==> src/rtl/step_tracker.sv <==
// Step-pulse receiver: synchronises the step stream and derives the display
// statistics (total, per-second rate, distance, high-activity seconds, activity).
//
// state   | meaning
// --------+-----------------------------------------------------------
// S_IDLE  | no recent steps; waiting for the next step event
// S_ACTIVE| stepping; leaves after IDLE_SECS consecutive empty windows
module step_tracker #(
  parameter int unsigned TICKS_PER_SEC       = 100000000,
  parameter int unsigned STEP_MAX            = 9999,
  parameter int unsigned STEPS_PER_HALF_MILE = 1024,
  parameter int unsigned HIGH_RATE           = 32,
  parameter int unsigned IDLE_SECS           = 3
) (
  input  logic        CLK,
  input  logic        RESET_N,
  input  logic        PULSE,
  output logic [13:0] TOTAL_STEPS,
  output logic [7:0]  STEP_RATE,
  output logic [5:0]  DISTANCE,
  output logic [7:0]  HIGH_ACT_SECS,
  output logic        ACTIVE,
  output logic        SATURATED
);

  localparam int TICK_W = (TICKS_PER_SEC > 1) ? $clog2(TICKS_PER_SEC) : 1;
  localparam int ZERO_W = (IDLE_SECS > 0) ? $clog2(IDLE_SECS + 1) : 1;

  localparam logic [TICK_W-1:0] TICK_LAST  = TICK_W'(TICKS_PER_SEC - 1);
  localparam logic [ZERO_W-1:0] IDLE_LAST  = ZERO_W'(IDLE_SECS);
  localparam logic [13:0]       STEP_MAX_C = 14'(STEP_MAX);
  localparam logic [10:0]       HALF_C     = 11'(STEPS_PER_HALF_MILE);
  localparam logic [8:0]        HIGH_C     = 9'(HIGH_RATE);

  typedef enum logic {
    S_IDLE   = 1'b0,
    S_ACTIVE = 1'b1
  } state_t;

  logic              s1_q, s2_q, p_q;
  logic [2:0]        vld_q;
  logic              step_ev;

  state_t            state_q, state_d;
  logic [13:0]       total_q, total_d;
  logic [9:0]        sub_q, sub_d;
  logic [10:0]       sub_inc;
  logic [5:0]        dist_q, dist_d;
  logic              sat_q, sat_d;
  logic [TICK_W-1:0] tick_q, tick_d;
  logic              tick_end;
  logic [7:0]        win_q, win_d, win_inc;
  logic [7:0]        rate_q, rate_d;
  logic [7:0]        high_q, high_d;
  logic [ZERO_W-1:0] zero_q, zero_d;
  logic              active_q, active_d;

  // vld_q marks which synchroniser stages hold real samples of PULSE rather
  // than reset values, so a pulse already high at release is not an edge.
  always_ff @(posedge CLK or negedge RESET_N) begin
    if (!RESET_N) begin
      s1_q  <= 1'b0;
      s2_q  <= 1'b0;
      p_q   <= 1'b0;
      vld_q <= 3'b000;
    end else begin
      s1_q  <= PULSE;
      s2_q  <= s1_q;
      p_q   <= s2_q;
      vld_q <= {vld_q[1:0], 1'b1};
    end
  end

  assign step_ev = s2_q & ~p_q & vld_q[2];

  always_comb begin
    total_d = total_q;
    sub_d   = sub_q;
    dist_d  = dist_q;
    sub_inc = {1'b0, sub_q} + 11'd1;
    if (step_ev && (total_q < STEP_MAX_C)) begin
      total_d = total_q + 14'd1;
      if (sub_inc == HALF_C) begin
        sub_d = 10'd0;
        if (dist_q != 6'd63) begin
          dist_d = dist_q + 6'd1;
        end
      end else begin
        sub_d = sub_inc[9:0];
      end
    end
    sat_d = sat_q | (total_d == STEP_MAX_C);
  end

  // A step on the window-end cycle folds into the closing window's rate.
  always_comb begin
    tick_end = (tick_q == TICK_LAST);
    tick_d   = tick_end ? '0 : tick_q + TICK_W'(1);
    win_inc  = (step_ev && (win_q != 8'hFF)) ? win_q + 8'd1 : win_q;
    win_d    = tick_end ? 8'd0 : win_inc;
    rate_d   = tick_end ? win_inc : rate_q;
    high_d   = high_q;
    if (tick_end && ({1'b0, win_inc} >= HIGH_C) && (high_q != 8'hFF)) begin
      high_d = high_q + 8'd1;
    end
  end

  always_comb begin
    state_d = state_q;
    zero_d  = zero_q;
    case (state_q)
      S_IDLE: begin
        if (step_ev) begin
          state_d = S_ACTIVE;
        end
      end
      S_ACTIVE: begin
        if (tick_end) begin
          if (win_inc == 8'd0) begin
            if ((zero_q + ZERO_W'(1)) == IDLE_LAST) begin
              state_d = S_IDLE;
              zero_d  = '0;
            end else begin
              zero_d = zero_q + ZERO_W'(1);
            end
          end else begin
            zero_d = '0;
          end
        end
      end
      default: begin
        state_d = S_IDLE;
        zero_d  = '0;
      end
    endcase
    active_d = (state_d == S_ACTIVE);
  end

  always_ff @(posedge CLK or negedge RESET_N) begin
    if (!RESET_N) begin
      state_q  <= S_IDLE;
      total_q  <= 14'd0;
      sub_q    <= 10'd0;
      dist_q   <= 6'd0;
      sat_q    <= 1'b0;
      tick_q   <= '0;
      win_q    <= 8'd0;
      rate_q   <= 8'd0;
      high_q   <= 8'd0;
      zero_q   <= '0;
      active_q <= 1'b0;
    end else begin
      state_q  <= state_d;
      total_q  <= total_d;
      sub_q    <= sub_d;
      dist_q   <= dist_d;
      sat_q    <= sat_d;
      tick_q   <= tick_d;
      win_q    <= win_d;
      rate_q   <= rate_d;
      high_q   <= high_d;
      zero_q   <= zero_d;
      active_q <= active_d;
    end
  end

  assign TOTAL_STEPS   = total_q;
  assign STEP_RATE     = rate_q;
  assign DISTANCE      = dist_q;
  assign HIGH_ACT_SECS = high_q;
  assign ACTIVE        = active_q;
  assign SATURATED     = sat_q;

endmodule

==> config.mk <==
export PLATFORM = sky130hd
export DESIGN_NAME = step_tracker
export DESIGN_NICKNAME = d
export VERILOG_FILES = /design/src/rtl/step_tracker.sv
export SDC_FILE = /design/constraint.sdc
export NUM_CORES = 1
export LEC_CHECK = 0
export ABC_AREA = 0
export CORE_MARGIN = 4
export CORE_UTILIZATION = 37
export CTS_BUF_LIST = sky130_fd_sc_hd__clkbuf_4
export CTS_CLUSTER_SIZE = 8
export DETAILED_ROUTE_END_ITERATION = 8
export PLACE_DENSITY_LB_ADDON = 0.3
export SLEW_MARGIN = 20
export SYNTH_ARGS = -nofsm -noshare
export SYNTH_HDL_FRONTEND = slang
export SYNTH_SLANG_ARGS = --single-unit
==> constraint.sdc <==
create_clock -name CLK -period 5.6 [get_ports CLK]
set_input_delay 1.12 -clock CLK [delete_from_list [all_inputs] [get_ports CLK]]
set_output_delay 1.12 -clock CLK [all_outputs]
set_load 0.02 [all_outputs]
## After elaboration in Yosys (flattened, before gate mapping)

Index checks and enable logic that the tools add are counted.

| storage, ports and cells | value |
|---|---|
| register bits | 91 |
| bits of input ports | 3 |

| cells by class | value |
|---|---|
| add/sub/neg operators | 7 |
| $lt $le $gt $ge | 2 |
| eq/ne operators | 7 |
| multiplexer cells | 12 |
| bitwise operators | 5 |
| reduce and logical (&&, ||, !) cells | 7 |

Operator list:

| kind | number |
|---|---|
| adder 27 x 1 -> 27 bit, second input constant | 1 |
| equality test 27 bit, second input constant | 1 |
| two-way mux 27 bit | 1 |
| adder 8 x 1 -> 8 bit, second input constant | 2 |
| two-way mux 8 bit | 2 |
| != test 8 bit, second input constant | 2 |
| adder 14 x 1 -> 14 bit, second input constant | 1 |
| equality test 14 bit, second input constant | 1 |
| < comparator 14 bit, second input constant | 1 |
| two-way mux 14 bit | 1 |
| adder 10 x 1 -> 11 bit, second input constant | 1 |
| equality test 11 bit, second input constant | 1 |
| two-way mux 10 bit | 1 |
| >= comparator 8 x 6 -> 1 bit, second input constant | 1 |
| zero test 8 bit | 1 |
| adder 6 x 1 -> 6 bit, second input constant | 1 |
| != test 6 bit, second input constant | 1 |
| logical AND 1 bit | 4 |
| two-way mux 1 bit | 4 |
| two-way mux 2 bit | 2 |
| AND reduction 3 bit | 1 |
| adder 2 x 1 -> 2 bit, second input constant | 1 |
| bitwise AND 1 bit | 2 |
| equality test 2 bit, second input constant | 1 |
| 4 further kinds | 5 |

## Logic depth before layout (Yosys ltp)

| logic depth | value |
|---|---|
| depth after elaboration | 9 |
| gate-level depth with buffers | 9 |
| gate-level depth less buffers | 7 |

## Worst setup path before layout

No wires, ideal clock.

| path | value |
|---|---|
| path kind | register -> register |
| start point | register tick_q[0] |
| end point | register high_q[1], in the netlist HIGH_ACT_SECS[1] |
| library setup time | 127 ps |
| data arrival time | 2309 ps |
| slack | 3164 ps |
| cell stages (with the launch flop) | 9 |
| buffers on the path | 2 |
| period minus slack after synthesis | 2436 ps |
| path through | dfrtp_1 -> ha_1 -> and3_1 -> clkbuf_1 -> nand3_1 -> or4_1 -> buf_2 -> a211oi_4 -> mux2_1 |

| between the ends | value |
|---|---|
| word-level cells in the longest chain between the ends | 3 |

Ends and longest elaborated chain:

| item | RTL line | source |
|---|---|---|
| from (decl) | 50 | `logic [TICK_W-1:0] tick_q, tick_d;` |
| from (signal assigned) | 158 | `tick_q <= tick_d;` |
| equality test 27 bit | 97 | `tick_end = (tick_q == TICK_LAST);` |
| logical AND 1 bit (2 in a row) | 103 | `if (tick_end && ({1'b0, win_inc} >= HIGH_C) && (high_q != 8'hFF)) begin` |
| to (signal assigned) | 161 | `high_q <= high_d;` |
| to (decl) | 54 | `logic [7:0] high_q, high_d;` |

No other way between the ends.
A chain may end at the register's enable or synchronous reset.

## Worst setup path after layout

| path | value |
|---|---|
| start point | register total_q[2], in the netlist TOTAL_STEPS[2] |
| end point | output port TOTAL_STEPS[2] |

RTL lines:

| item | RTL line | source |
|---|---|---|
| from (decl) | 45 | `logic [13:0] total_q, total_d;` |
| from (signal assigned) | 154 | `total_q <= total_d;` |
| to (decl) | 18 | `output logic [13:0] TOTAL_STEPS,` |

No word-level cell between the ends.

==> impl_metrics.yaml <==
global_route:
  grt.total_usage_pct: 13.6
  antenna_found_initial: 0
  grt_max_degree: 48
  grt_pass1_vias: 2934
  globalRouteOverflowTotal: 0
  busiest_layer: "met2"
  met1_usage_pct: 18.3
  met3_usage_pct: 3.37
  met2_usage_pct: 21.1
  grt_pass1_wl_um: 14200
logic_synthesis:
  ys_warn_count: 0
  synth-compound-area-share_pct: 6.07
  synthSimpleGateAreaFrac_pct: 22.6
  yosysMostFrequentCell: "dfrtp_1"
  synth_seq_area_share_pct: 53.6
  netlist.area_leader.share_pct: 53.6
  synth.distinct_cells: 49
  synth_flop_cell: "dfrtp_1"
  synth_nets: 419
  synth_top_family_by_area: "simple AND/OR/NAND/NOR gates"
  synth_top_area_cell: "dfrtp_1"
  synth_area_leaders: "dfrtp_1 54%, xnor2_1 7.4%, xor2_1 5.2%, nand2_1 4.9%, nor2_1 3.4%"
  synthAdderAreaFrac_pct: 1.77
  synth_area_per_cell_um2: 10.4
  async_flop_share_pct: 100
  synth-seq-cells: 91
  synth_xor_area_share_pct: 12.6
  synth_common_cells: "91 x dfrtp_1, 55 x nand2_1, 38 x nor2_1"
  synth_edf_count: 0
  synth_area_mm2: 0.00425
  synthMuxAreaShare_pct: 1.74
  synth_cells: 410
routing:
  wl_per_cell_um: 13.8
  postRouteAntennaNets: 0
  vias_per_cell: 5.11
  first_pass_iters: 4
  totalWireLength_um: 8230
  vias: 3048
  drt_iter0_markers: 234
  drcViolationCount: 0
run_status:
  status: "complete, no violations"
finish:
  syn2layout_area_growth_pct: 16.7
  drive_gt1_share_pct: 6.56
  design_area_mm2: 0.00496
  num_antenna_cells: 0
  fillers: 1068
  nets: 461
timing:
  setup_ws_ns: 2.79
  setup_tns_ns: 0
  maxSlewViolCount: 0
  finalSetupViolCount: 0
  skew_ns: 0.0163
  final_hold_viol_count: 0
  timing.fmax_mhz: 356
  slew_headroom_pct: 47.1
  layout_worst_path_cycle_share_pct: 50.2
  period_needed_ns: 2.81
  tightest_slew_ns: 0.786
  rsz0062_at_grt: "false"
die:
  core_area_mm2: 0.0110
  ioPinCount: 41
  die_w_um: 115
  start_util_pct: 38.5
  die_h_um: 115
  dieArea_mm2: 0.0133
  rows: 38
critical_path:
  crit_family: "buffers and inverters"
  crit_slowest_cell: "clkdlybuf4s50_1"
  required_ns: 4.48
  arrival_ns: 1.69
  path_buf_inv: 1
  setup.worst_path.end_class: "primary output"
  path_class: "register to primary output"
  critPathMaxFanout: 10
  cp_slowest_stage_delay_ns: 0.68
  cp_cell_sequence: "clkdlybuf4s50_1"
  cp-start-kind: "register"
clock_network:
  clock-root-buffer: "clkbuf_4"
  cts_tree: "done"
  cts-buffers-inserted: 9
  h-tree-depth: 3
  clk_latency_ns: 0.44
  ctsResizeCount: 0
  clk_path_buf_depth: 2
  cts_hold_buf: 0
  post_cts_buffers: 0
  clk_pin_slew_ns: 0.14
  cts.sinks: 91
place:
  pre_cts_ws_ns: 2.94
  place.gp.congestion: 0.806
  dpl.hpwl_um: 5840
  port_buffers: 40
  dpl-instance-area_mm2: 0.00481
hold_path:
  hold_class: "register to register"
power:
  ir_drop_mv: 0.123
  leakage_uw: 0.00217
  power.density_mw_per_mm2: 280
run:
  drv_cap: 0
[stage by stage]
step	utilization [%]	hold slack (ns)	total power, uW	instances
2_1_floorplan	-	0.331	918	410
3_3_place_gp	43.6	0.335	1000	581
3_5_place_dp	43.6	0.338	1010	581
4_1_cts	44.9	0.349	1400	597
5_1_grt	44.9	0.362	1470	597
6_report	44.9	0.350	1390	597
[worst register-to-register path, cell delays in order, from the launching register on]
cell      delay, ns
dfrtp_1        0.41
ha_1           0.19
and3_1         0.28
nand3_1        0.21
or4_1          0.56
buf_4          0.22
a211oi_4       0.33
mux2_1         0.36
[flip-flops by register name (all words and copies together) (netlist names)]
name and cells:
vld_q 3, win_q 8, HIGH_ACT_SECS 8, ACTIVE 1, zero_q 2, STEP_RATE 8, DISTANCE 6, SATURATED 1
tick_q 27, TOTAL_STEPS 14, s2_q 1, p_q 1, sub_q 10, s1_q 1
[worst paths after layout]
check	startpoint	end	slack, ns	cells past startpoint
hold reg to reg	vld_q[0]	vld_q[1]	0.35	0
min in group asynchronous	RESET_N	TOTAL_STEPS[10]	0.64	1
setup reg to reg	tick_q[0]	HIGH_ACT_SECS[1]	2.95	7
max in group asynchronous	RESET_N	STEP_RATE[4]	3.92	2
setup / recovery	TOTAL_STEPS[2]	TOTAL_STEPS[2]	2.79	1
hold / removal	vld_q[0]	vld_q[1]	0.35	0
[cell type report]
type / count / area, um2 / area share (%)
Sequential cell: 91 / 2280 / 45.9
Multi-Input combinational cell: 301 / 1910 / 38.6
Timing Repair Buffer: 43 / 420 / 8.48
Tap cell: 140 / 175 / 3.53
Clock buffer: 9 / 67.6 / 1.36
Clock inverter: 7 / 82.6 / 1.67
Inverter: 6 / 22.5 / 0.454
[per-layer routing]
layer	vias up	routed length (um)
li1	1512	-
met1	1474	3890
met2	51	3940
met3	11	261
met4	0	131
met5	-	0
[cells by family (layout without fill, tap and decap cells)]
| family | count (synthesis) | after routing |
|---|---|---|
| simple gates | 189 | 189 |
| mux | 7 | 7 |
| fa+ha+maj | 6 | 6 |
| xor+xnor | 61 | 61 |
| buf+inv | 18 | 65 |
| compound gates | 37 | 37 |
| other cells | 1 | 1 |
| flops | 91 | 91 |
[report_power, final]
part | total (uW) | switching (uW) | internal [uW]
Sequential | 783 | 79.4 | 703
Clock | 394 | 218 | 176
Combinational | 211 | 113 | 97.5
Total | 1390 | 411 | 977
[placed cells by master (no fill, tap or decap), types with 2 or more instances in the layout]
cell type | Yosys | routed
buf_4 | 0 | 4
a311oi_1 | 2 | 2
and2_1 | 5 | 5
o21ai_0 | 19 | 19
clkinv_2 | 0 | 3
nor2_1 | 38 | 38
clkdlybuf4s50_1 | 0 | 39
and3_1 | 14 | 14
xnor2_1 | 36 | 36
mux2i_1 | 4 | 4
clkbuf_4 | 0 | 9
clkinv_1 | 0 | 2
dfrtp_1 | 91 | 91
nand2_1 | 55 | 55
and4_1 | 4 | 4
bufinv_16 | 0 | 2
inv_1 | 6 | 6
or3_1 | 2 | 2
nand3b_1 | 3 | 3
o311ai_0 | 2 | 2
nand3_1 | 24 | 24
ha_1 | 6 | 6
a21oi_1 | 2 | 2
nor3_1 | 7 | 7
xor2_1 | 25 | 25
nor4_1 | 5 | 5
nand4_1 | 17 | 17
or2_2 | 3 | 3
mux2_2 | 2 | 2
or4_1 | 2 | 2
No activity file was read; power rests on OpenSTA's default activity.
